### src/rtl/scroll_layer_draw.sv
// scroll_layer_draw: a horizontally scrolling texture band drawn into a
// raster. A small FSM follows the game state and advances the scroll offset
// once per frame. The pixel path turns (xx, yy) into a texture ROM address.
// One clock later it merges the ROM word into rgb / is_empty.
module scroll_layer_draw #(
    parameter int TEX_W        = 2400,
    parameter int TEX_H        = 27,
    parameter int BASE_Y       = 100,
    parameter int SCREEN_W     = 640,
    parameter int SCREEN_H     = 480,
    parameter int ADDR_W       = 16,
    parameter int SPEED_W      = 4,
    parameter int MODE         = 0,
    parameter int MIN_SPEED    = 1,
    parameter int SPEED_MAX    = 15,
    parameter int ACCEL_FRAMES = 600
) (
    input  logic               clk,
    input  logic               rst,
    input  logic [1:0]         gamestate,
    input  logic               frame_tick,
    input  logic [SPEED_W-1:0] speed,
    input  logic [9:0]         xx,
    input  logic [8:0]         yy,
    output logic [ADDR_W-1:0]  tex_addr,
    input  logic [15:0]        tex_data,
    output logic [11:0]        rgb,
    output logic               is_empty,
    output logic [11:0]        scroll_pos,
    output logic [SPEED_W-1:0] cur_speed,
    output logic [7:0]         wrap_count
);

    localparam int FC_W = (ACCEL_FRAMES > 1) ? $clog2(ACCEL_FRAMES) : 1;
    localparam logic [12:0]        TEX_W13  = 13'(TEX_W);
    localparam logic [SPEED_W-1:0] MIN_SPD  = SPEED_W'(MIN_SPEED);
    localparam logic [SPEED_W-1:0] MAX_SPD  = SPEED_W'(SPEED_MAX);
    localparam logic [SPEED_W-1:0] SPD_RST  = (MODE == 1) ? MIN_SPD : '0;
    localparam logic [FC_W-1:0]    FC_LAST  = FC_W'(ACCEL_FRAMES - 1);
    localparam logic [9:0]         Y_LO     = 10'(BASE_Y);
    localparam logic [9:0]         Y_HI     = 10'(BASE_Y + TEX_H - 1);

    // Reject parameter sets the datapath cannot represent.
    if (longint'(TEX_W) * longint'(TEX_H) > (longint'(1) << ADDR_W)) begin : g_bad_addr
        $error("scroll_layer_draw: TEX_W*TEX_H exceeds 2**ADDR_W");
    end
    if (SPEED_MAX >= TEX_W) begin : g_bad_speed
        $error("scroll_layer_draw: SPEED_MAX must be below TEX_W");
    end
    if (SCREEN_W > TEX_W) begin : g_bad_screen
        $error("scroll_layer_draw: SCREEN_W must not exceed TEX_W");
    end
    if (TEX_W > 4096 || ADDR_W > 32 || SPEED_W > 12) begin : g_bad_width
        $error("scroll_layer_draw: TEX_W, ADDR_W or SPEED_W out of range");
    end
    if (MODE != 0 && MODE != 1) begin : g_bad_mode
        $error("scroll_layer_draw: MODE must be 0 or 1");
    end

    typedef enum logic [1:0] {S_IDLE, S_RUN, S_FROZEN} state_t;

    state_t             state_q, state_d;
    logic [11:0]        scroll_q, scroll_d;
    logic [7:0]         wrap_q, wrap_d;
    logic [SPEED_W-1:0] speed_q, speed_d;
    logic [FC_W-1:0]    fcnt_q, fcnt_d;
    logic               band_q;

    logic [12:0] sum_w;
    logic [9:0]  y_w;
    logic [9:0]  row_w;
    logic [12:0] col_sum_w;
    logic [12:0] col_w;
    logic [31:0] addr_full_w;
    logic        in_band_w;

    // Next FSM state: the game state is re-read every clock.
    always_comb begin
        state_d = S_IDLE;
        case (gamestate)
            2'b01:   state_d = S_RUN;
            2'b10:   state_d = S_FROZEN;
            default: state_d = S_IDLE;
        endcase
    end

    // Scroll, wrap and speed updates for the current FSM state.
    always_comb begin
        scroll_d = scroll_q;
        wrap_d   = wrap_q;
        speed_d  = speed_q;
        fcnt_d   = fcnt_q;
        sum_w    = 13'(scroll_q) + 13'(speed_q);
        case (state_q)
            S_IDLE: begin
                scroll_d = '0;
                wrap_d   = '0;
                fcnt_d   = '0;
                speed_d  = (MODE == 1) ? MIN_SPD : speed;
            end
            S_RUN: begin
                if (frame_tick) begin
                    // The advance always uses the speed held before this tick.
                    if (sum_w >= TEX_W13) begin
                        scroll_d = 12'(sum_w - TEX_W13);
                        if (wrap_q != 8'hFF) begin
                            wrap_d = wrap_q + 8'd1;
                        end
                    end else begin
                        scroll_d = sum_w[11:0];
                    end
                    if (MODE == 1) begin
                        if (fcnt_q == FC_LAST) begin
                            fcnt_d = '0;
                            if (speed_q < MAX_SPD) begin
                                speed_d = speed_q + 1'b1;
                            end
                        end else begin
                            fcnt_d = fcnt_q + 1'b1;
                        end
                    end else begin
                        speed_d = speed;
                    end
                end
            end
            default: ;
        endcase
    end

    // State registers; rst clears everything at once.
    always_ff @(posedge clk or posedge rst) begin
        if (rst) begin
            state_q  <= S_IDLE;
            scroll_q <= '0;
            wrap_q   <= '0;
            speed_q  <= SPD_RST;
            fcnt_q   <= '0;
        end else begin
            state_q  <= state_d;
            scroll_q <= scroll_d;
            wrap_q   <= wrap_d;
            speed_q  <= speed_d;
            fcnt_q   <= fcnt_d;
        end
    end

    // Pixel stage 0: flip to y-up, test band membership and form the ROM address.
    always_comb begin
        y_w         = 10'(SCREEN_H) - {1'b0, yy};
        in_band_w   = (y_w >= Y_LO) && (y_w <= Y_HI) && ({1'b0, xx} < 11'(SCREEN_W));
        col_sum_w   = 13'(scroll_q) + 13'(xx);
        col_w       = (col_sum_w >= TEX_W13) ? (col_sum_w - TEX_W13) : col_sum_w;
        row_w       = Y_HI - y_w;
        addr_full_w = 32'(row_w) * 32'(TEX_W) + 32'(col_w);
        tex_addr    = in_band_w ? addr_full_w[ADDR_W-1:0] : '0;
    end

    // Pixel stage 1: band flag delayed to line up with the ROM read data.
    always_ff @(posedge clk or posedge rst) begin
        if (rst) begin
            band_q <= 1'b0;
        end else begin
            band_q <= in_band_w;
        end
    end

    // Only fully opaque texels inside the band are drawn.
    always_comb begin
        rgb      = 12'hFFF;
        is_empty = 1'b1;
        if (band_q && tex_data[3:0] == 4'hF) begin
            rgb      = tex_data[15:4];
            is_empty = 1'b0;
        end
    end

    assign scroll_pos = scroll_q;
    assign cur_speed  = speed_q;
    assign wrap_count = wrap_q;

endmodule
### config.mk
export PLATFORM = sky130hd
export DESIGN_NAME = scroll_layer_draw
export DESIGN_NICKNAME = d
export VERILOG_FILES = /design/src/rtl/scroll_layer_draw.sv
export SDC_FILE = /design/constraint.sdc
export NUM_CORES = 1
export LEC_CHECK = 0
export BUFFER_PORTS_ARGS = -buffer_cell sky130_fd_sc_hd__buf_2
export CAP_MARGIN = 5
export CORE_ASPECT_RATIO = 1.1
export CORE_MARGIN = 2
export CORE_UTILIZATION = 60
export DETAILED_ROUTE_END_ITERATION = 6
export GPL_TIMING_DRIVEN = 1
export MAX_ROUTING_LAYER = met4
export PLACE_DENSITY = 0.95
export SLEW_MARGIN = 20
export SYNTH_ARGS = -nofsm -noshare
export SYNTH_HDL_FRONTEND = slang
export SYNTH_SLANG_ARGS = --single-unit
### constraint.sdc
create_clock -name clk -period 11 [get_ports clk]
set_input_delay 0.55 -clock clk [delete_from_list [all_inputs] [get_ports clk]]
set_output_delay 0.55 -clock clk [all_outputs]
set_load 0.01 [all_outputs]
== Yosys cells after proc, flatten, opt, wreduce, memory -nomap -nowiden ==
Index checks and enable logic that the tools add are counted.

* Word-level logic and storage cells: 48
* Flip-flop bits (word level): 27

* Multipliers: 1
* Reduce and logical (&&, ||, !) cells: 7
* $lt $le $gt $ge: 5
* $add $sub $neg: 8
* Eq/ne operators: 8
* Multiplexer cells: 14

{| class="wikitable"
|+ Operator list
! cell !! count
|-
| $mux W12 || 3
|-
| $ge A13 B12 Y1 const B || 2
|-
| $mux W8 || 3
|-
| $pmux W12 S2 || 1
|-
| $add A16 B13 Y16 || 1
|-
| $mux W16 || 1
|-
| $pmux W8 S2 || 1
|-
| $add A12 B10 Y13 || 1
|-
| $add A12 B4 Y13 || 1
|-
| $mux W13 || 1
|-
| $sub A13 B12 Y13 const B || 1
|-
| $sub A12 B12 Y12 const B || 1
|-
| $mul A10 B7 Y11 const B || 1
|-
| $ge A10 B7 Y1 const B || 1
|-
| $le A10 B7 Y1 const B || 1
|-
| $lt A10 B10 Y1 const B || 1
|-
| $sub A7 B10 Y10 const A || 1
|-
| $sub A9 B9 Y10 const A || 1
|-
| $add A8 B1 Y8 const B || 1
|-
| $ne A8 B8 Y1 const B || 1
|-
| $pmux W4 S2 || 1
|-
| $ne A2 B2 Y1 const B || 3
|-
| $eq A2 B1 Y1 const B || 2
|-
| $eq A4 B4 Y1 const B || 1
|-
| 9 further kinds || 11
|}

== Logic depth before layout (Yosys ltp) ==
Gate-level depths: netlist of run 1.

* Word-level depth: 5
* Depth in mapped cells: 23
* Gate-level depth less buffers: 23

== Worst setup path after synthesis of run 1 ==
Ideal clock, no wire load.

* Kind: input port to output port
* From: in yy[1]
* To: out tex_addr[15]
* Stages on the path: 20
* Path buffers: 0
* Slack: 5567 ps
* Arrival: 4883 ps
* Data required time: 10450 ps
* Cells stage by stage: inv_1 -> ha_1 -> nand2b_1 -> o31a_1 -> xnor2_1 -> xor2_1 -> ha_1 -> ha_1 -> inv_1 -> fa_1 -> fa_1 -> inv_1 -> ha_1 -> xnor2_1 -> ha_1 -> nand2_1 -> o21ai_0 -> nand3_1 -> xnor3_1 -> nor2_1

* Longest elaborated chain between the ends: 5
* Elaborated cells on any way between the ends: 9
* Classes of those cells: 3 x add/sub; 1 x mul; 2 x order compare; 1 x mux; 2 x reduce/logical

{| class="wikitable"
|+ RTL lines
! item !! line !! text
|-
| start: declaration || 24 || <nowiki>input logic [8:0] yy,</nowiki>
|-
| $sub A9 B9 Y10 * || 149 || <nowiki>y_w = 10'(SCREEN_H) - {1'b0, yy};</nowiki>
|-
| $sub A7 B10 Y10 (tied with other cells) || 153 || <nowiki>row_w = Y_HI - y_w;</nowiki>
|-
| $mul A10 B7 Y11 or $logic_and A1 B1 Y1 (tied branches) || 154, 150 ||
|-
| $add A16 B13 Y16 or $logic_and A1 B1 Y1 (tied branches) || 154, 150 ||
|-
| $mux W16 * || 155 || <nowiki>tex_addr = in_band_w ? addr_full_w[ADDR_W-1:0] : '0;</nowiki>
|-
| end: declaration || 25 || <nowiki>output logic [ADDR_W-1:0] tex_addr,</nowiki>
|}

Every way passes the cells marked *; elsewhere a longest branch is shown, timed or not.

== Worst setup path after layout of run 1 ==
* From: in yy[0]
* To: out tex_addr[15]

Same word-level chain as after synthesis.

==> reports/summary.md, run 1 <==
The flow ran to the end, and the final reports show no timing, DRC or antenna violations. The post-route worst setup slack is 4830 ps. Primary flip-flop cell chosen by synthesis mapping: sky130_fd_sc_hd__dfrtp_1.

The run gives 3.13 ps as the largest clock skew in the final design. The half-perimeter wire length after placement is 8.94 mm. The peak ir drop on the vdd network came out at 0.000230 V. For this design, the slowest cell found on the critical path is sky130_fd_sc_hd__or4_1. Clock-pin slew was measured on the worst setup and hold paths at 100 ps. The initial antenna violation count came out at 0. The startpoint identified for the worst register-to-register timing path is scroll_pos[3].

The synthesized netlist devotes 22.8% of its cell area to compound gates. For the instance count after placement with tap cells included, the log shows 709. Row generation in the floorplan step produced 32 rows.

Using the TritonRoute via totals, the vias-per-cell ratio works out to 6.12. Signed area change from the synthesized netlist to the final layout: 12.2%. In the post-synthesis netlist, the biggest area contributors are sky130_fd_sc_hd__ha_1, sky130_fd_sc_hd__dfrtp_1, sky130_fd_sc_hd__xnor2_1. Destination of the critical timing path: tex_addr[15].

Counting flops with an async set or reset pin after synthesis yields a share of 100%. End of the worst register-to-register path: scroll_pos[8]. The dominant cell type by count on the critical path is sky130_fd_sc_hd__ha_1. The run gives 4259 as the number of global-route vias before repair. The main combinational cell family by area after synthesis was compound AO/OA/AOI/OAI gates.

The total area of sequential cells is 676 um2, and the first-pass GRT wire length is 18.6 mm. The residual antenna-violating net count after detailed routing came out at 0. Walking the worst path, the cells encountered are buf_2 > inv_1 > ha_1 > nand2b_1 > and2_1 > nand3_1 > or4_1 > xnor2_1 > ha_1 > ha_1 > inv_1 > fa_1 > fa_1 > inv_1 > ha_1 > nand2_1 > o21ai_0 > xor2_1 > nand3_1 > xnor3_1 > nor2_1 > buf_2. Data on the critical path arrives at its endpoint at 5620 ps. The synthesized-area fraction occupied by and/or/nand/nor cells works out to 20.8%. In this run the worst hold path is classified as in -> async. In the final layout, the multi-input gates occupy 0.00341 mm2. Buffers placed on the I/O ports in this run total 96. The weighted congestion at the end of routability-driven global placement came out at 0.960. The synthesized netlist net count is 661, and the clock period minus worst slack is 6170 ps. Setup repair after global routing left no endpoint under its margin. The critical path is of the in -> out type.

Number of cells in the finished layout apart from fillers: 713. For this configuration, the core starts out at a cell density of 62.2%. The max-slew violation count is 0, and the synthesized flop and latch total is 27. Tracing the worst setup path back leads to its startpoint at yy[0]. Summed over all cells, the static leakage comes to 2.51 nW. Across the run, the number of max-cap violations was 0. The number of cells on the worst reg-to-reg path is 15. The average cell area after synthesis came out at 7.99 um2.

After detailed routing, the average wire length per cell comes to 15.7 um. The final route contains 4360 vias. The kind of start point of the critical path was a primary input.

The number of gates resized after CTS is 0. The placed instances occupy a cell area of 0.00487 mm2. Power spread over the standard cell area amounts to 121 mW/mm2. The tools report the maximum number of pins on one net before global-route repair as 28.

Number of H-tree levels: 1. The run gives 0 ps as the final setup TNS. The die covers 0.00801 mm2. Final hold violation count: 0.

The logs give 11.2 mm for the total wirelength of the detailed-routed design and 0.00492 mm2 for the post-layout instance area. Summing the areas of all xor and xnor instances in the mapped netlist gives 11.5% of the synthesized area. The adder and majority gate portion of the synthesized area is 21.5%, and the post-CTS setup buffer count is 0. The critical path crosses 22 cells after its start point. The worst register-to-register path has a setup slack of 6610 ps.

The remaining design rule violation count is 0. TritonCTS built the clock tree. Synthesis produced a netlist whose cell count is 549. The later pin in the worst-skew pair is clocked with a latency of 280 ps. Summed over its instances, the top area cell type makes up 16.0% of the synthesized netlist area. The number of buffers and inverters on the critical path is 5.

The net count of the finished layout is 741. Of the post-synthesis cell area, the part taken by muxes is 1.20%. In this design, the largest share of critical-path delay is due to adder cells. Largest fanout on the critical path: 10. Counting distinct cell types in the post-synthesis netlist gives 66. Number of I/O pins: 97.

Leaving out fill and tap cells, the most frequent cells in the layout are sky130_fd_sc_hd__buf_2, sky130_fd_sc_hd__ha_1, sky130_fd_sc_hd__inv_1. For this design, the sink count on the clock tree is 27. The die width is 85.5 um. The worst setup path is captured at an output pin. The layout cell share with drive strength beyond 1 is 20.4%, and the CTS buffer count is 3.

STA puts the critical path data required time at 10450 ps. The period utilization works out to 56.1%. Leaving out fill and tap cells, the most frequent cell in the layout is sky130_fd_sc_hd__buf_2. For this block, the initial DRC count from the detailed router was 212. 0 antenna diodes ended up in the layout. For the total of fill cells in the finished design, the log shows 568. The pre-antenna-repair detailed-routing pass consisted of 5 iterations. The transition time of the tightest slew-check pin is 1000 ps, and the sequential fraction of the synthesis area is 15.4%. The tools report the worst slack at placement as 4870 ps.

The die span in y came out at 93.7 um. The dominant cell type by area after synthesis is sky130_fd_sc_hd__ha_1. Global routing finished with a remaining overflow of 0. The count of flip-flops with a built-in enable after synthesis was 0. The tools report the area of the core region as 0.00705 mm2. Buffers inserted to repair hold after CTS numbered 0. No sink is reached through more buffers than the 2 on the longest clock path. The buffer cell driving the clock tree root is sky130_fd_sc_hd__clkbuf_8. The combined area of all synthesized cells was 0.00439 mm2; the global-route usage over all layers was 28.7%. The maximum clock frequency was 162 MHz; the number of setup violations in the final report was 0.

Headroom to the max-slew limit came out at 33.3%. For the number of warning messages in the yosys log, the log shows 0. Biggest cell delay along the critical path: 590 ps.
report_power, final:
group	total, mW	switching (mW)	internal (mW)
logic	0.427	0.226	0.202
clock network	0.0629	0.0362	0.0267
registers	0.106	0.00395	0.102
total	0.596	0.266	0.330
per-stage QoR:
stage	power [mW]	hold slack (ps)	util [%]
final	0.596	314	69.8
after global routing	0.656	361	69.8
after CTS	0.595	412	69.8
after detailed placement	0.530	506	69.1
after global placement	0.510	498	69.1
after floorplan	0.450	535	-
registers in the layout (all words and copies together), names as in the netlist:
name / flops
wrap_count: 8
cur_speed: 4
band_q: 1
scroll_pos: 12
state_q: 2
Yosys cell counts (9+ instances only):
master,n
sky130_fd_sc_hd__ha_1,56
sky130_fd_sc_hd__inv_1,52
sky130_fd_sc_hd__nand2_1,48
sky130_fd_sc_hd__xnor2_1,34
sky130_fd_sc_hd__a21oi_1,32
sky130_fd_sc_hd__nor2_1,30
sky130_fd_sc_hd__dfrtp_1,27
sky130_fd_sc_hd__o21ai_0,25
sky130_fd_sc_hd__xor2_1,21
sky130_fd_sc_hd__a21o_1,17
sky130_fd_sc_hd__nand3_1,15
sky130_fd_sc_hd__or2_2,14
sky130_fd_sc_hd__clkbuf_1,13
sky130_fd_sc_hd__fa_1,12
sky130_fd_sc_hd__nor2b_1,9
logic make-up (layout without fill, tap and decap cells):
family | after synthesis | after routing
AND/OR/NAND/NOR | 177 | 177
adder cells (fa/ha/maj) | 68 | 68
XOR/XNOR | 56 | 56
buffers and inverters | 73 | 152
multiplexers | 5 | 5
flip-flops | 27 | 27
AO/OA/AOI/OAI | 143 | 143
worst register-to-register path: stages (launching register included):
cell	delay (ps)
sky130_fd_sc_hd__dfrtp_1	470
sky130_fd_sc_hd__ha_1	370
sky130_fd_sc_hd__a21oi_1	510
sky130_fd_sc_hd__and2_1	300
sky130_fd_sc_hd__nor2_1	90
sky130_fd_sc_hd__xor2_1	200
sky130_fd_sc_hd__ha_1	280
sky130_fd_sc_hd__nor2b_1	90
sky130_fd_sc_hd__a31o_1	230
sky130_fd_sc_hd__or3b_2	510
sky130_fd_sc_hd__o211ai_2	230
sky130_fd_sc_hd__a22oi_2	170
sky130_fd_sc_hd__and2_4	240
sky130_fd_sc_hd__a211oi_2	300
sky130_fd_sc_hd__o211ai_1	120
sky130_fd_sc_hd__nor2b_1	190
final cells by class:
class	instances	share of cell area, %
clock buffers	3	0.839
clock inverters	1	0.178
inverters	52	3.97
multi-input cells	449	69.4
flip-flops and latches	27	13.7
well taps	85	2.16
repair buffers	96	9.76
how the worst min path moves through the flow:
stage	startpoint	slack (ps)	endpoint	cells past startpoint
after floorplan	cur_speed[0]	540	cur_speed[0]	2
after global placement	wrap_count[4]	500	wrap_count[4]	1
after detailed placement	wrap_count[4]	510	wrap_count[4]	1
after CTS	gamestate[1]	410	state_q[0]	2
after global routing	rst	360	band_q	2
final	rst	310	band_q	2
per-layer routing:
layer / wire length, um / GRT usage [%]
met5: 0 / -
met4: 186 / 7.67
met3: 591 / 1.76
met2: 6020 / 54.2
met1: 4370 / 32.8
Note: power is estimated with default switching activity, not from simulation.
==> inputs of run 2 (changes only) <==
Settings changed: ABC_AREA from default to 1, CORE_UTILIZATION 60 to 52, PLACE_DENSITY 0.95 to 0.89.
Clock period 11 ns to 5.24 ns, I/O delays scaled along.
==> run 2 against run 1 <==
  * Clock skew is essentially flat
  * Utilization shrank 5.4 points
  * Area after synthesis up 8.1%
  * Critical path type unchanged
  * Largest cell class unchanged
==> reports/summary.md, run 2 <==
The static leakage was 3.24 nW (+29%). The clock period could shrink to 5090 ps. STA classifies the critical path endpoint as an output pin. The sink count of the clock tree is 27 (unchanged), and the power density relative to cell area is 259 mW/mm2 (+110%). The tightest min-delay check is of the in -> async type. The global-route usage over all layers came out at 24.8% (-3.9 points). Leaving out fill and tap cells, the most frequent cell in the layout is sky130_fd_sc_hd__nand2_1. The logs give 864 (+31%) for the synthesized netlist net count and 0 (unchanged) for the number of warning messages in the yosys log. Gate count of the mapped netlist: 752 (+37%).

Depth of the most critical reg-to-reg path: 15 (unchanged). The starting DRC count in detailed routing was 248 (+17%). The fraction of synthesized cell area taken by the top area cell type is 17.3% (+1.4 points). In the layout the commonest cells are sky130_fd_sc_hd__nand2_1, sky130_fd_sc_hd__inv_1, sky130_fd_sc_hd__buf_2. Largest fanout on the critical path: 4 (-6). The logs give 2470 ps (-4140 ps) for the flop-to-flop setup slack and 0.946 (-1.4%) for the weighted congestion at the end of routability-driven global placement. The number of vias per cell works out to 5.27 (-14%). Among all flip-flop cells after synthesis, the most frequent one is sky130_fd_sc_hd__dfrtp_1.

The proportion of register bits with asynchronous set or reset after synthesis came out at 100% (unchanged). The dominant cell type by count on the critical path was sky130_fd_sc_hd__inv_1. The tools report the max-slew violation count as 0 (unchanged). The sequential fraction of the synthesis area is 14.2% (-1.2 points).

Post-place instance area: 0.00541 mm2 (+11%). Cell row count: 36 (+13%). The number of cells in the finished layout apart from fillers is 977 (+37%). By instance count, the leading cell after synthesis is sky130_fd_sc_hd__nand2_1.

The average cell area after synthesis is 6.31 um2 (-21%), and the final hold violation count is 0 (unchanged). The number of inserted diodes is 0 (unchanged), and the number of H-tree levels is 1 (unchanged). The peak ir drop on the vdd network is 0.000186 V (-19%).

The wire length per cell after detailed routing is 12.9 um (-18%), and the residual antenna-violating net count after detailed routing is 0 (unchanged). The launch instance of the worst register-to-register path was scroll_pos[0]. The flip-flop count of the largest register, all copies and words added is 12 (unchanged).

The residual overflow from global routing was 0 (unchanged). Relative to the synthesized area, the layout overhead comes to 20.5%. The transition time of the tightest slew-check pin works out to 598 ps (-402 ps).

The maximum number of pins on one net before global-route repair was 28 (unchanged); the number of setup violations in the final report was 0 (unchanged). Initial antenna violation count: 0 (unchanged). The run gives 64.4% (-5.4 points) as the utilization after layout. The run gives 19.9 mm (+7.4%) as the first-pass GRT wire length. TritonCTS built the clock tree.

The clock transition at the register clock pins on the worst setup and hold paths after CTS works out to 90 ps (about the same). Layout cell share with drive strength beyond 1: 23.9% (+3.5 points). In this run the critical register-to-register path is captured at wrap_count[5]. The iteration count of the initial detailed-routing pass came out at 5 (unchanged). Of all cell types, the one taking the most synthesized area is sky130_fd_sc_hd__nand2_1.

In this run the clock root is driven by a sky130_fd_sc_hd__clkbuf_8. The logs give 43 (-35%) for the number of distinct standard cells referenced by the synthesized netlist and 0.00572 mm2 (+16%) for the post-layout instance area. The run gives 0.00990 mm2 (+24%) as the total die area. The maximum clock frequency is 197 MHz, and the die span in y is 104 um (+11%).

Yosys attributes the largest share of cell area to sky130_fd_sc_hd__nand2_1, sky130_fd_sc_hd__ha_1, sky130_fd_sc_hd__dfrtp_1. The CTS buffer count came out at 3 (unchanged). Die width: 95.1 um (+11%). The biggest cell delay along the critical path is 570 ps (-20 ps), and the worst-skew pair later-pin latency is 270 ps (about the same). The count of flip-flops with a built-in enable after synthesis was 0 (unchanged); the total number of vias was 5148 (+18%). The synthesized flop and latch total was 27 (unchanged). The run finished with clean final reports. The combined area of all synthesized cells is 0.00474 mm2 (+8.1%), and the largest clock skew in the final design is 3.29 ps (+0.167 ps). The tools report the number of global-route vias before repair as 4615 (+8.4%). After synthesis, the most frequently instantiated cells are sky130_fd_sc_hd__nand2_1, sky130_fd_sc_hd__inv_1, sky130_fd_sc_hd__nor2_1. The total wirelength of the detailed-routed design was 12.6 mm (+13%); the headroom to the max-slew limit was 59.9% (+27 points).

For the largest buffer count on any clock path, the log shows 2 (unchanged). The signal arrival time at the worst endpoint came out at 4830 ps (-790 ps). For the final-stage net count, the log shows 976 (+32%). The critical setup path kind was in -> out.

The reported max-cap violation count came out at 0 (unchanged). The run gives 0 ps (unchanged) as the final setup TNS. For the remaining design rule violation count, the log shows 0 (unchanged). The highest-delay cell along the critical path was sky130_fd_sc_hd__fa_1.

Number of I/O pins: 97 (unchanged). The area of the core region came out at 0.00887 mm2 (+26%). The half-perimeter wire length after placement was 9.69 mm (+8.4%).

The instance count after placement with tap cells included is 967 (+36%), and the period utilization is 97.1%. Setup repair after global routing could not meet its margin everywhere. The run gives 53.4% (-8.8 points) as the initial core utilization. The required time reported for the critical path endpoint was 4980 ps (-5470 ps). Kind of start point of the critical path: a primary input. The number of buffers added on ports works out to 96 (unchanged).
[run 2: changes by cell type after synthesis, sizes merged, moves of 16 or more]
| cell | delta |
|---|---|
| a21o | -16 |
| nand4 | +19 |
| nand2 | +184 |
| xnor2 | -24 |
| nand3 | +48 |
| nor2 | +40 |
| inv | +76 |
[run 2: report_power, final]
group	switching [mW]	leakage [nW]	internal [mW]
clock	0.0651	0.0255	0.0533
sequential	0.00922	0.366	0.216
combinational	0.651	2.85	0.488
[run 2: worst max path at each step]
stage	startpoint	end	cells past startpoint
3_5_place_dp	yy[1]	tex_addr[15]	30
6_report	yy[1]	tex_addr[14]	27
3_3_place_gp	yy[1]	tex_addr[15]	30
5_1_grt	yy[1]	tex_addr[15]	28
2_1_floorplan	yy[1]	tex_addr[15]	26
4_1_cts	yy[0]	tex_addr[15]	30
[run 2: logic make-up (layout without fill, tap and decap cells)]
family                     after synthesis  in the layout  synth area share [%]
AOI/OAI and AO/OA                       62             62                  7.73
xor gates and xnor gates                31             31                  5.73
adders and majority gates               68             68                  19.8
buffers and inverters                  136            247                  11.1
and+or+nand+nor                        428            428                  41.3
DFF                                     27             27                  14.2
[run 2: layer usage]
layer | share of wire [%] | track usage, %
met1 | 42 | 31.3
met2 | 51 | 44.0
met3 | 4.6 | 1.23
met4 | 2.6 | 4.45
met5 | 0 | -
[run 2: through the flow]
stage	worst slack (ps)	hold slack (ps)	total power [mW]
4_1_cts	10.8	139	1.27
3_5_place_dp	-132	433	1.14
2_1_floorplan	291	315	0.948
3_3_place_gp	62.2	428	1.12
6_report	151	32.1	1.48
5_1_grt	-198	85.7	1.65
[run 2: layout make-up]
cell class / instances / area [um2]
Sequential cell: 27 / 676
Inverter: 129 / 489
Multi-Input combinational cell: 589 / 3750
Fill cell: 796 / 3160
Clock buffer: 3 / 41.3
Tap cell: 114 / 143
Timing Repair Buffer: 114 / 616
Clock inverter: 1 / 5.00
[run 2: what timing repair did]
action                                  in CTS  in global routing
buffers inserted                             0                  6
pin swaps                                    0                 14
resized for setup                            5                 37
hold buffers                                 0                  0
endpoints found under the setup margin       3                  4
gates cloned                                 0                  0
[run 2: critical path: cells and delay by family]
family,cells,cell delay (ps)
AOI/OAI and AO/OA,1,120
buffers and inverters,10,910
and+or+nand+nor,9,1170
adders and majority gates,6,2170
xor gates and xnor gates,1,210
==> inputs of run 3 (changes only) <==
Settings changed: ABC_AREA 1 to default, CORE_UTILIZATION 52 to 51.
==> run 3 against run 2 <==
  * Total power fell by 2.0%
  * Clock power rose by 11%
  * Final area decreased by 4.7%
  * Utilization grew 0.69 points
  * Final cell count shrank 21%
  * Via count decreased by 12%
  * Global-route usage rose by 1.2 points
  * Maximum frequency decreased by 1.2%
  * Critical endpoint is now tex_addr[15]
  * Largest cell class unchanged
  * Highest routed layer unchanged
==> reports/summary.md, run 3 (synthesis gave the netlist of run 1 again) <==
Required time reported for the critical path endpoint: 4980 ps (about the same). Wire length per cell after detailed routing: 15.7 um (+22%). The cell class contributing the biggest share of worst-path delay is compound AO/OA/AOI/OAI gates. The number of I/O pins is 97 (unchanged), and the clock transition at the register clock pins on the worst setup and hold paths after CTS is 110 ps (+20 ps). For the remaining design rule violation count, the log shows 0 (unchanged).

The tools report the number of inserted diodes as 0 (unchanged). The area occupied by multi-input gates came out at 0.00363 mm2 (-3.2%). The worst slack at placement was -101 ps (+30.6 ps). In the layout the commonest cells are sky130_fd_sc_hd__buf_2, sky130_fd_sc_hd__inv_1, sky130_fd_sc_hd__ha_1.

The flip-flop count of the largest register, all copies and words added was 12 (unchanged). The highest-delay cell along the critical path is sky130_fd_sc_hd__fa_2. The logs give 0 ps (unchanged) for the final setup TNS and 194 MHz (-1.2%) for the maximum clock frequency. The tools report the global-route usage over all layers as 26.0% (+1.2 points). The final hold violation count was 0 (unchanged). The period utilization was 98.3% (+1.2 points). Headroom to the max-slew limit: 31.7% (-28 points). The utilization after layout is 65.1% (+0.69 points).

The flow ran to the end, and the final reports show no timing, DRC or antenna violations. Setup repair after global routing could not meet its margin everywhere. Critical setup path kind: reg -> out. Kind of start point of the critical path: a flop. The residual antenna-violating net count after detailed routing was 0 (unchanged); the largest fanout on the critical path was 5 (+1). The logs give 677 um2 (+0.19%) for the total area of sequential cells and 89.3 ps (-61.9 ps) for the post-route worst setup slack. The max-slew violation count is 0 (unchanged), and the static leakage is 2.74 nW (-15%). The run gives 1 (unchanged) as the number of H-tree levels. The run gives 0 (unchanged) as the residual overflow from global routing. The tree is rooted in a sky130_fd_sc_hd__clkbuf_8.

The number of cells in the finished layout apart from fillers came out at 776 (-21%). The worst-skew pair later-pin latency came out at 290 ps (+20 ps). The run gives 0 (unchanged) as the reported max-cap violation count.

The final-stage net count is 778 (-20%). The tools report the instance count after placement with tap cells included as 751 (-22%). Most common cell after layout, fill and taps aside: sky130_fd_sc_hd__buf_2.

The logs give 0.00836 mm2 (-5.7%) for the area of the core region and 0.958 (+1.2%) for the weighted congestion at the end of routability-driven global placement. The run gives 0.00936 mm2 (-5.5%) as the total die area. Number of vias per cell: 5.82 (+10%). The signal arrival time at the worst endpoint came out at 4890 ps (+60 ps). The CTS buffer count came out at 3 (unchanged).

For the starting DRC count in detailed routing, the log shows 170 (-31%). Flop-to-flop setup slack: 750 ps (-1720 ps). The worst setup path is captured at an output pin. Clock period minus worst slack: 5150 ps (+61.9 ps). The tightest min-delay check is of the in -> async type. Counting stages on the worst path, the most repeated cell is sky130_fd_sc_hd__a21o_1. The die width was 92.4 um (-2.8%).

The total of fill cells in the finished design is 679 (-15%). The sink count of the clock tree came out at 27 (unchanged). The first-pass GRT wire length was 19.6 mm (-1.6%). Initial antenna violation count: 0 (unchanged). The power density relative to cell area is 267 mW/mm2 (+2.9%).

For the maximum number of pins on one net before global-route repair, the log shows 28 (unchanged). The layout cell share with drive strength beyond 1 came out at 30.7% (+6.8 points). Number of global-route vias before repair: 4489 (-2.7%).

From synthesis to final layout, the design area changed by 24.2%. The tools report the worst hold-check slack as 11.6 ps (-20.4 ps). For the iteration count of the initial detailed-routing pass, the log shows 5 (unchanged).

The logs give 4516 (-12%) for the total number of vias and 12.2 mm (-2.9%) for the total wirelength of the detailed-routed design. The number of buffer and inverter stages on the critical path works out to 4 (-6). The biggest cell delay along the critical path is 400 ps (-170 ps), and the initial core utilization is 52.4% (-1.0 points). The half-perimeter wire length after placement was 9.23 mm (-4.8%).

The number of setup violations in the final report is 0 (unchanged), and the transition time of the tightest slew-check pin is 1030 ps (+427 ps). The number of buffers added on ports was 96 (unchanged); the peak ir drop on the vdd network was 0.000167 V (-10%). The die span in y works out to 101 um (-2.8%). The cell row count was 35 (-2.8%). Largest buffer count on any clock path: 2 (unchanged). Traced cell by cell, the critical path runs through ha_2 > inv_1 > fa_2 > nor2b_1 > o21a_1 > o21ai_2 > a21o_1 > a311oi_2 > nand2b_1 > buf_4 > buf_4 > or3_1 > nand3_1 > xor2_1 > ha_1 > a21o_1 > a21o_1 > a21oi_2 > o21ai_2 > nand3_1 > xnor3_1 > nor2_1 > buf_2. The largest clock skew in the final design was 8.85 ps (+5.56 ps).

TritonCTS built the clock tree.
run 3: cell count changes in the layout (fill, tap and decap cells not counted), sizes merged, moves of 19 or more:
cell   delta
nor2     -40
nand3    -48
xnor2    +24
nand4    -19
inv      -75
nand2   -184
buf      +19
run 3: area by class of cell:
class | count | share of cell area [%]
tap | 111 | 2.55
clock inverter | 1 | 0.161
clock buffer | 3 | 0.758
sequential | 27 | 12.4
multi-input combinational | 449 | 66.6
inverter | 52 | 3.58
timing repair buffer | 133 | 13.9
run 3: path summary, 6_finish.rpt:
| kind | depth (start not counted) | from | end |
|---|---|---|---|
| min in group clk | 2 | gamestate[0] | state_q[1] |
| setup reg to reg | 17 | scroll_pos[0] | wrap_count[0] |
| setup / recovery | 23 | scroll_pos[0] | tex_addr[15] |
| hold / removal | 2 | rst | band_q |
| hold reg to reg | 1 | wrap_count[4] | wrap_count[4] |
| max in group asynchronous | 2 | rst | scroll_pos[1] |
run 3: repair_timing:
action / in CTS / in global routing
endpoints found under the setup margin: 3 / 5
hold buffers: 0 / 0
resized for setup: 14 / 33
buffers inserted: 6 / 15
pin swaps: 5 / 19
run 3: per-layer routing:
layer	up-vias	wire length [um]	GRT usage, %
met3	26	574	2.16
met5	-	0	-
met4	0	233	8.27
met1	2152	4600	27.1
met2	168	6800	51.2
li1	2170	-	-
run 3: worst register-to-register path, stage by stage, from the launching register on:
cell and delay, ps:
sky130_fd_sc_hd__dfrtp_1 390, sky130_fd_sc_hd__buf_4 140, sky130_fd_sc_hd__ha_1 250, sky130_fd_sc_hd__fa_1 440, sky130_fd_sc_hd__nand3_1 240, sky130_fd_sc_hd__and2_1 270
sky130_fd_sc_hd__nor2_1 90, sky130_fd_sc_hd__xor2_1 200, sky130_fd_sc_hd__ha_1 270, sky130_fd_sc_hd__nor2b_1 90, sky130_fd_sc_hd__a31o_1 220, sky130_fd_sc_hd__or3b_2 500
sky130_fd_sc_hd__o211ai_2 230, sky130_fd_sc_hd__a22oi_2 180, sky130_fd_sc_hd__a22oi_2 450, sky130_fd_sc_hd__nand2_1 120, sky130_fd_sc_hd__a21oi_1 190, sky130_fd_sc_hd__mux2i_1 100
run 3: stage by stage:
step                      total power [mW]  cell area (um2)
final                                 1.45             5450
after global routing                  1.58             5450
after global placement                1.08             5020
after floorplan                      0.944             4390
after CTS                             1.33             5180
after detailed placement              1.13             5020
run 3: report_power, final:
part           total [mW]  internal (mW)  switching (mW)
Sequential          0.221          0.214         0.00722
Clock               0.131         0.0561          0.0751
Combinational        1.10          0.548           0.552
